$ cat config.mk
export PLATFORM = sky130hd
export DESIGN_NAME = frame_tx_scheduler
export DESIGN_NICKNAME = d
export VERILOG_FILES = /design/src/rtl/frame_tx_scheduler.sv
export SDC_FILE = /design/constraint.sdc
export NUM_CORES = 1
export LEC_CHECK = 0
export CORE_MARGIN = 2
export CORE_UTILIZATION = 48
export DETAILED_ROUTE_END_ITERATION = 7
export GPL_ROUTABILITY_DRIVEN = 0
export GPL_TIMING_DRIVEN = 0
export HOLD_SLACK_MARGIN = 0.15
export PLACE_DENSITY = 0.71
export SYNTH_ARGS = -nofsm -noshare
export SYNTH_HDL_FRONTEND = slang
export SYNTH_SLANG_ARGS = --single-unit
$ cat constraint.sdc
create_clock -name Clk -period 6.09 [get_ports Clk]
set_input_delay 1.218 -clock Clk [delete_from_list [all_inputs] [get_ports Clk]]
set_output_delay 1.218 -clock Clk [all_outputs]
set_load 0.01 [all_outputs]
$ cat src/rtl/frame_tx_scheduler.sv
// Frame transmit scheduler: owns the ping-pong bank selection between the
// capture writer and the transmit path, reads a captured frame byte by byte,
// and hands each byte to the UART transmitter with a start/busy handshake.
// Every frame goes out as SYNC0, SYNC1, then the payload, with a guard
// interval of idle cycles before and after it.
module frame_tx_scheduler #(
  parameter int          ADDR_W          = 15,
  parameter int          BYTES_PER_FRAME = 9216,
  parameter int          GUARD_CYCLES    = 62500000,
  parameter logic [7:0]  SYNC0           = 8'hAA,
  parameter logic [7:0]  SYNC1           = 8'h55
) (
  input  logic              Clk,
  input  logic              i_Rst,
  input  logic              i_Capture_Done,
  output logic              o_Write_Bank,
  output logic              o_Read_Bank,
  output logic [ADDR_W-1:0] o_Read_Adress,
  output logic              o_Read_Enable,
  input  logic [7:0]        i_RAM_Data,
  output logic [7:0]        o_Tx_Data,
  output logic              o_Tx_Start,
  input  logic              i_Tx_Busy,
  output logic              o_Frame_Indicator,
  output logic [7:0]        o_Frames_Dropped
);

  localparam int CNT_W = 26;

  typedef enum logic [3:0] {
    IDLE, GUARD_PRE, HDR, RD, LOAD, SEND, WAIT_HI, WAIT_LO, GUARD_POST
  } state_t;

  state_t              r_State;
  state_t              w_Next_State;
  logic [CNT_W-1:0]    r_Cycle_Cnt;
  logic                r_Hdr_Idx;
  logic                r_In_Payload;
  logic                r_Pending;
  logic                r_Write_Bank;
  logic                r_Read_Bank;
  logic [ADDR_W-1:0]   r_Read_Adress;
  logic                r_Read_Enable;
  logic [7:0]          r_Tx_Data;
  logic                r_Tx_Start;
  logic                r_Frame_Indicator;
  logic [7:0]          r_Frames_Dropped;
  logic                w_Guard_Done;
  logic                w_Last_Byte;
  logic                w_Start_Next;
  logic                w_Read_En_Next;
  logic                w_Frame_Ind_Next;

  assign w_Guard_Done = (r_Cycle_Cnt == CNT_W'(GUARD_CYCLES - 1));
  assign w_Last_Byte  = (r_Read_Adress == ADDR_W'(BYTES_PER_FRAME - 1));

  // State register
  always_ff @(posedge Clk or posedge i_Rst) begin
    if (i_Rst) r_State <= IDLE;
    else       r_State <= w_Next_State;
  end

  // Next-state logic: frame sequencing and the Tx start/busy handshake
  always_comb begin
    w_Next_State = r_State;
    unique case (r_State)
      IDLE:       if (r_Pending || i_Capture_Done) w_Next_State = GUARD_PRE;
      GUARD_PRE:  if (w_Guard_Done) w_Next_State = HDR;
      HDR:        w_Next_State = SEND;
      RD:         w_Next_State = LOAD;
      LOAD:       w_Next_State = SEND;
      SEND:       if (!i_Tx_Busy) w_Next_State = WAIT_HI;
      WAIT_HI:    if (i_Tx_Busy) w_Next_State = WAIT_LO;
      WAIT_LO: begin
        if (!i_Tx_Busy) begin
          if (!r_In_Payload && !r_Hdr_Idx) w_Next_State = HDR;
          else if (r_In_Payload && w_Last_Byte) w_Next_State = GUARD_POST;
          else w_Next_State = RD;
        end
      end
      GUARD_POST: if (w_Guard_Done) w_Next_State = IDLE;
      default:    w_Next_State = IDLE;
    endcase
  end

  // Output decode; the strobes are registered so they leave the block glitch-free
  always_comb begin
    w_Start_Next     = (r_State == SEND) && !i_Tx_Busy;
    w_Read_En_Next   = (w_Next_State == RD);
    w_Frame_Ind_Next = (w_Next_State == IDLE);
  end

  // Datapath: banks, pending/drop bookkeeping, counters, address and Tx byte
  always_ff @(posedge Clk or posedge i_Rst) begin
    if (i_Rst) begin
      r_Cycle_Cnt       <= '0;
      r_Hdr_Idx         <= 1'b0;
      r_In_Payload      <= 1'b0;
      r_Pending         <= 1'b0;
      r_Write_Bank      <= 1'b0;
      r_Read_Bank       <= 1'b1;
      r_Read_Adress     <= '0;
      r_Read_Enable     <= 1'b0;
      r_Tx_Data         <= 8'h00;
      r_Tx_Start        <= 1'b0;
      r_Frame_Indicator <= 1'b1;
      r_Frames_Dropped  <= 8'h00;
    end else begin
      r_Tx_Start        <= w_Start_Next;
      r_Read_Enable     <= w_Read_En_Next;
      r_Frame_Indicator <= w_Frame_Ind_Next;

      // Banks only swap when leaving IDLE, so a frame in flight is never disturbed.
      // A capture outside IDLE becomes pending; a second one means the writer
      // overwrote a frame that was never sent.
      if (r_State == IDLE) begin
        if (r_Pending || i_Capture_Done) begin
          r_Read_Bank  <= r_Write_Bank;
          r_Write_Bank <= ~r_Write_Bank;
          r_Pending    <= 1'b0;
          r_Cycle_Cnt  <= '0;
        end
      end else if (i_Capture_Done) begin
        if (!r_Pending) r_Pending <= 1'b1;
        else if (r_Frames_Dropped != 8'hFF) r_Frames_Dropped <= r_Frames_Dropped + 8'd1;
      end

      case (r_State)
        GUARD_PRE: begin
          if (w_Guard_Done) begin
            r_Cycle_Cnt  <= '0;
            r_Hdr_Idx    <= 1'b0;
            r_In_Payload <= 1'b0;
          end else begin
            r_Cycle_Cnt <= r_Cycle_Cnt + CNT_W'(1);
          end
        end
        GUARD_POST: begin
          if (w_Guard_Done) r_Cycle_Cnt <= '0;
          else              r_Cycle_Cnt <= r_Cycle_Cnt + CNT_W'(1);
        end
        HDR:  r_Tx_Data <= r_Hdr_Idx ? SYNC1 : SYNC0;
        LOAD: r_Tx_Data <= i_RAM_Data;
        WAIT_LO: begin
          if (!i_Tx_Busy) begin
            if (!r_In_Payload) begin
              if (!r_Hdr_Idx) begin
                r_Hdr_Idx <= 1'b1;
              end else begin
                r_In_Payload  <= 1'b1;
                r_Read_Adress <= '0;
              end
            end else if (w_Last_Byte) begin
              r_Read_Adress <= '0;
              r_Cycle_Cnt   <= '0;
            end else begin
              r_Read_Adress <= r_Read_Adress + ADDR_W'(1);
            end
          end
        end
        default: ;
      endcase
    end
  end

  assign o_Write_Bank      = r_Write_Bank;
  assign o_Read_Bank       = r_Read_Bank;
  assign o_Read_Adress     = r_Read_Adress;
  assign o_Read_Enable     = r_Read_Enable;
  assign o_Tx_Data         = r_Tx_Data;
  assign o_Tx_Start        = r_Tx_Start;
  assign o_Frame_Indicator = r_Frame_Indicator;
  assign o_Frames_Dropped  = r_Frames_Dropped;

endmodule

# Word level (Yosys, flattened, before mapping)
# Index checks and enable logic that the tools add are counted.
# op_classes
add_sub_neg	3
eq_ne	16
mux	32
bitwise_logic	3
reduce_logical	21
# op_table
operator	count
26-bit two-way mux	6
26-bit case mux with 2 select lines	1
15-bit two-way mux	3
4-bit two-way mux	8
4-bit case mux with 8 select lines	1
26-bit by 1-bit adder with 26-bit output, second input constant	1
26-bit equality test, second input constant	1
4-bit by 3-bit equality test with 1-bit output, second input constant	4
8-bit case mux with 2 select lines	1
15-bit by 1-bit adder with 15-bit output, second input constant	1
15-bit by 14-bit equality test with 1-bit output, second input constant	1
4-bit by 2-bit equality test with 1-bit output, second input constant	3
1-bit two-way mux	9
8-bit by 1-bit adder with 8-bit output, second input constant	1
4-bit logical NOT	2
8-bit two-way mux	1
8-bit != test, second input constant	1
4-bit AND reduction	2
2-bit nonzero test	4
2-bit != test, second input constant	3
3-bit AND reduction	2
4-bit by 1-bit equality test with 1-bit output, second input constant	1
4-bit equality test, second input constant	1
1-bit case mux with 2 select lines	2
7 further kinds	15
# totals
reg_bits	69
input_bits	12
output_inout_bits	36
wordCells	88

# Depth between registers and ports, before layout
# logic_depth
word_depth	7
ltp_mapped	8
depth_no_buf	6

# Worst setup path after synthesis
# OpenSTA, ideal clock, no wires.
# synth_timing
path_kind	input to register
start	input i_Tx_Busy
end	register r_Cycle_Cnt[6]
t_arrival_ns	2.415
t_required_ns	6.007
path_slack_ns	3.593
stages	6
path_buffers	1
cell_sequence	and4bb_2 -> and2_1 -> a211oi_1 -> buf_2 -> a21oi_1 -> o22ai_1
# synth_between
elab_chain_cells	2
# synth_rtl
item	line_no	source
from (decl)	23	input logic i_Tx_Busy,
26-bit two-way mux	145	if (!i_Tx_Busy) begin
26-bit case mux with 2 select lines	128	case (r_State)
to (signal assigned)	135	r_Cycle_Cnt <= r_Cycle_Cnt + CNT_W'(1);
to (signal assigned)	140	else r_Cycle_Cnt <= r_Cycle_Cnt + CNT_W'(1);
to (decl)	36	logic [CNT_W-1:0] r_Cycle_Cnt;
# Every way passes these cells.
# A chain may end at the register's enable or synchronous reset.

# Worst setup path in the final report
# layout_timing
start	input i_Tx_Busy
end	register r_Cycle_Cnt[17]
# Same word-level chain as after synthesis.

==> summary.md <==
| Metric | Value |
|---|---|
| Crit path arrival time | 3.44 ns |
| Total number of vias | 3,194 |
| Reg2reg path depth | 7 |
| CP max stage cell | a211oi_1 |
| Commonest cells after routing, fill and taps aside | 67 x dfrtp_1, 49 x nand2_1, 47 x clkdlybuf4s50_1 |
| Die Ht | 91.6 um |
| Worst Path Required | 6.35 ns |
| Ports | 48 |
| Netlist cell types | 63 |
| Post-layout minimum cycle time | 3.19 ns |
| Layout area overhead | 21.6% |
| Clk_skew | 0.0111 ns |
| P_int | 1100 uW |
| Std-Cell Rows | 31 |
| Core Region | 7330 um^2 |
| Die W | 91.6 um |
| Share of the synthesized area in the top cell type | 0.455 |
| CP dominant cell by count | a21oi_1 |
| Post-Synth Simple-Gate Area | 0.246 |
| Status | finished clean |
| Worst hold path type | flip-flop to flip-flop |
| Mux share of post-synthesis cell area | 0.00882 |
| Clock sinks | 69 |
| R2r setup slk | 3.75 ns |
| Combinational Power Share | 0.364 |
| NetSw | 630 uW |
| Commonest non-fill, non-tap cell in the layout | dfrtp_1 |
| Crit Path Max Fanout | 10 |
| Final hold vios | 0 |
| DP Wirelength | 5.80 mm |
| Top_reg_cell synth | dfrtp_1 |
| Complex-gate fraction of the synthesized area | 0.190 |
| Sw Ratio | 0.363 |
| Reg clk slew, reported paths | 0.08 ns |
| Netlist Area Pre-Place | 3690 um^2 |
| Area occupied by multi-input gates | 1830 um^2 |
| Yosys reg bits | 69 |
| Area contributors post-synth | dfrtp_1 45%, a31oi_1 5.1%, nand2_1 5.0% |
| GR Overflow Total | 0 |
| Largest family of logic cells by synthesized area | simple AND/OR/NAND/NOR gates |
| 1st-iter DRT viols | 227 |
| Synth Area in XOR/XNOR | 0.0404 |
| Gate Count Post-Synth | 387 |
| Placed Instances | 533 |
| Adder-cell share of the synthesized area | 0.0102 |
| Hold path startpoint | o_Tx_Data[0] |
| Ys Warns | 0 |
| Post-CTS sizing | 0 |
| Non-filler cells, final | 548 |
| Layout cells sized above 1 | 0.0935 |
| Post-DRT Antenna Nets | 0 |
| Hold Slack | 0.477 ns |
| Tightest Pin Transition | 0.846 ns |
| Clock Latency Late Sink | 0.34 ns |
| Hold buffer count at cts | 0 |
| Power share of the clock group | 0.220 |
| Max VDD drop | 0.154 mV |
| Worst hold stages | 2 |
| Final setup vio count | 0 |
| Antenna cells | 0 |
| Worst r2r src | r_State[2] |
| GRT Total Usage | 0.210 |
| CTS root buffer | clkbuf_8 |
| Critical R2R Capture | r_Cycle_Cnt[17] |
| Crit path largest cell delay | 0.56 ns |
| Die footprint | 8400 um^2 |
| Leakage power | 0.00180 uW |
| PortBufs | 47 |
| Largest net degree at the start of global routing | 70 |
| Area leader, netlist | dfrtp_1 |
| FILL cells | 628 |
| Sequential power share | 0.416 |
| TritonCTS clock tree | built |
| Crit end category | flip-flop |
| Initial core utilization | 0.503 |
| FF+latch area | 1730 um^2 |
| Worst Hold Path EP | o_Tx_Data[0] |
| Post-synth EDFFs | 0 |
| Async set-reset flop share out of synthesis | 1.00 |
| PwrDens | 387 nW/um^2 |
| Nets | 460 |
| Period Utilization, post-route | 0.523 |
| DRC | 0 |
| Initial antenna violation count | 0 |
| Syn avg cell area | 9.53 um^2 |
| Post-CTS setup buffer count | 0 |
| Relative slew slack | 0.436 |
| WL final | 8.37 mm |
| Vias in the first global route | 3,021 |
| Sequential area share after synthesis | 0.469 |
| WS Path Type | input port to flip-flop |
| Crit path cell chain | clkdlybuf4s50_1 > and4bb_2 > and2_1 > a211oi_1 > buf_2 > a21oi_1 > a21oi_1 |
| H-tree Lvls | 3 |
| CTS Buf Count | 9 |
| Fin. max-slew vios | 0 |
| Setup TNS | 0 ns |
| Max-cap violations | 0 |
| CTS Buffer Depth | 2 |
| Unrepaired setup endpoints after global routing | no |
| Max frequency | 0.314 GHz |
| DR pass1 iterations | 5 |
| Wire length per cell | 15.3 um |
| First-pass GRT wire length | 14.4 mm |
| Worst setup SP type | input port |
| DR vias/cell | 5.83 |
| Syn nets | 402 |
-- cell type report --
cell class / instances / area share
buffer: 14 / 0.0198
clock buffer: 11 / 0.0338
clock inverter: 4 / 0.0106
inverter: 11 / 0.00977
multi-input combinational: 293 / 0.408
sequential: 69 / 0.386
tap: 99 / 0.0276
timing repair buffer: 47 / 0.105
-- worst max path at each step --
stage               from                  end  slack (ns)
2_1_floorplan      i_Rst  o_Frames_Dropped[0]        3.14
3_3_place_gp       i_Rst     o_Read_Adress[6]        1.93
3_5_place_dp   i_Tx_Busy       r_Cycle_Cnt[6]        2.55
4_1_cts        i_Tx_Busy      r_Cycle_Cnt[17]        2.92
5_1_grt        i_Tx_Busy       r_Cycle_Cnt[6]        2.78
6_report       i_Tx_Busy      r_Cycle_Cnt[17]        2.90
-- flip-flops by register name, indices dropped and copies added (netlist names) --
name / cells
o_Frame_Indicator: 1
o_Frames_Dropped: 8
o_Read_Adress: 15
o_Read_Bank: 1
o_Read_Enable: 1
o_Tx_Data: 8
o_Tx_Start: 1
o_Write_Bank: 1
r_Cycle_Cnt: 26
r_Hdr_Idx: 1
r_In_Payload: 1
r_Pending: 1
r_State: 4
-- power by group through the flow --
stage / Combinational (uW) / Clock (uW) / Sequential (uW)
final: 631 / 381 / 722
after global routing: 701 / 411 / 747
after CTS: 635 / 384 / 722
after detailed placement: 633 / 0 / 729
after global placement: 623 / 0 / 724
after floorplan: 363 / 0 / 739
-- metrics by stage --
step            util  instance area, um^2  setup WS, ns  total power (uW)
4_1_cts        0.612                 4480          2.92              1740
2_1_floorplan      -                 3690          3.14              1100
3_3_place_gp   0.584                 4280          1.93              1350
3_5_place_dp   0.584                 4280          2.55              1360
5_1_grt        0.612                 4480          2.78              1860
6_report       0.612                 4480          2.90              1730
-- synth_stat cells, types with 2 or more instances --
cell / instances
dfrtp_1: 67
nand2_1: 49
a31oi_1: 30
nor2_1: 26
o21ai_0: 23
a21oi_1: 21
nand3_1: 15
nand4_1: 12
inv_1: 11
xnor2_1: 11
nor4_1: 7
xor2_1: 6
a22o_1: 5
and2_1: 5
and4_1: 5
buf_2: 5
clkbuf_1: 5
nand2b_1: 5
a211oi_1: 4
and3_1: 4
buf_6: 4
nand3b_1: 4
nor2b_1: 4
o21ai_1: 4
or3_1: 4
ha_1: 3
nor3_1: 3
a211o_1: 2
a21o_1: 2
dfstp_2: 2
mux2_2: 2
nor4_4: 2
nor4b_1: 2
o211ai_1: 2
o211ai_2: 2
o22ai_1: 2
-- cell families (layout without fill, tap and decap cells) --
family                     after synthesis  in the layout
DFF                                     69             69
adders and majority gates                3              3
muxes                                    3              3
buffers and inverters                   25             87
xor gates and xnor gates                17             17
and+or+nand+nor                        160            160
AOI/OAI and AO/OA                      110            110
-- layer usage --
metal | global-route usage | wire length (um)
met5 | 0 | 0
met4 | 0.0884 | 132
met3 | 0.0320 | 382
met2 | 0.322 | 3810
met1 | 0.298 | 4040
-- critical path, delay by kind of cell --
family | cells | cell delay, ns
buffers and inverters | 2 | 0.91
AOI/OAI and AO/OA | 3 | 0.80
and+or+nand+nor | 2 | 0.51
Note: power is estimated with default switching activity, not from simulation.
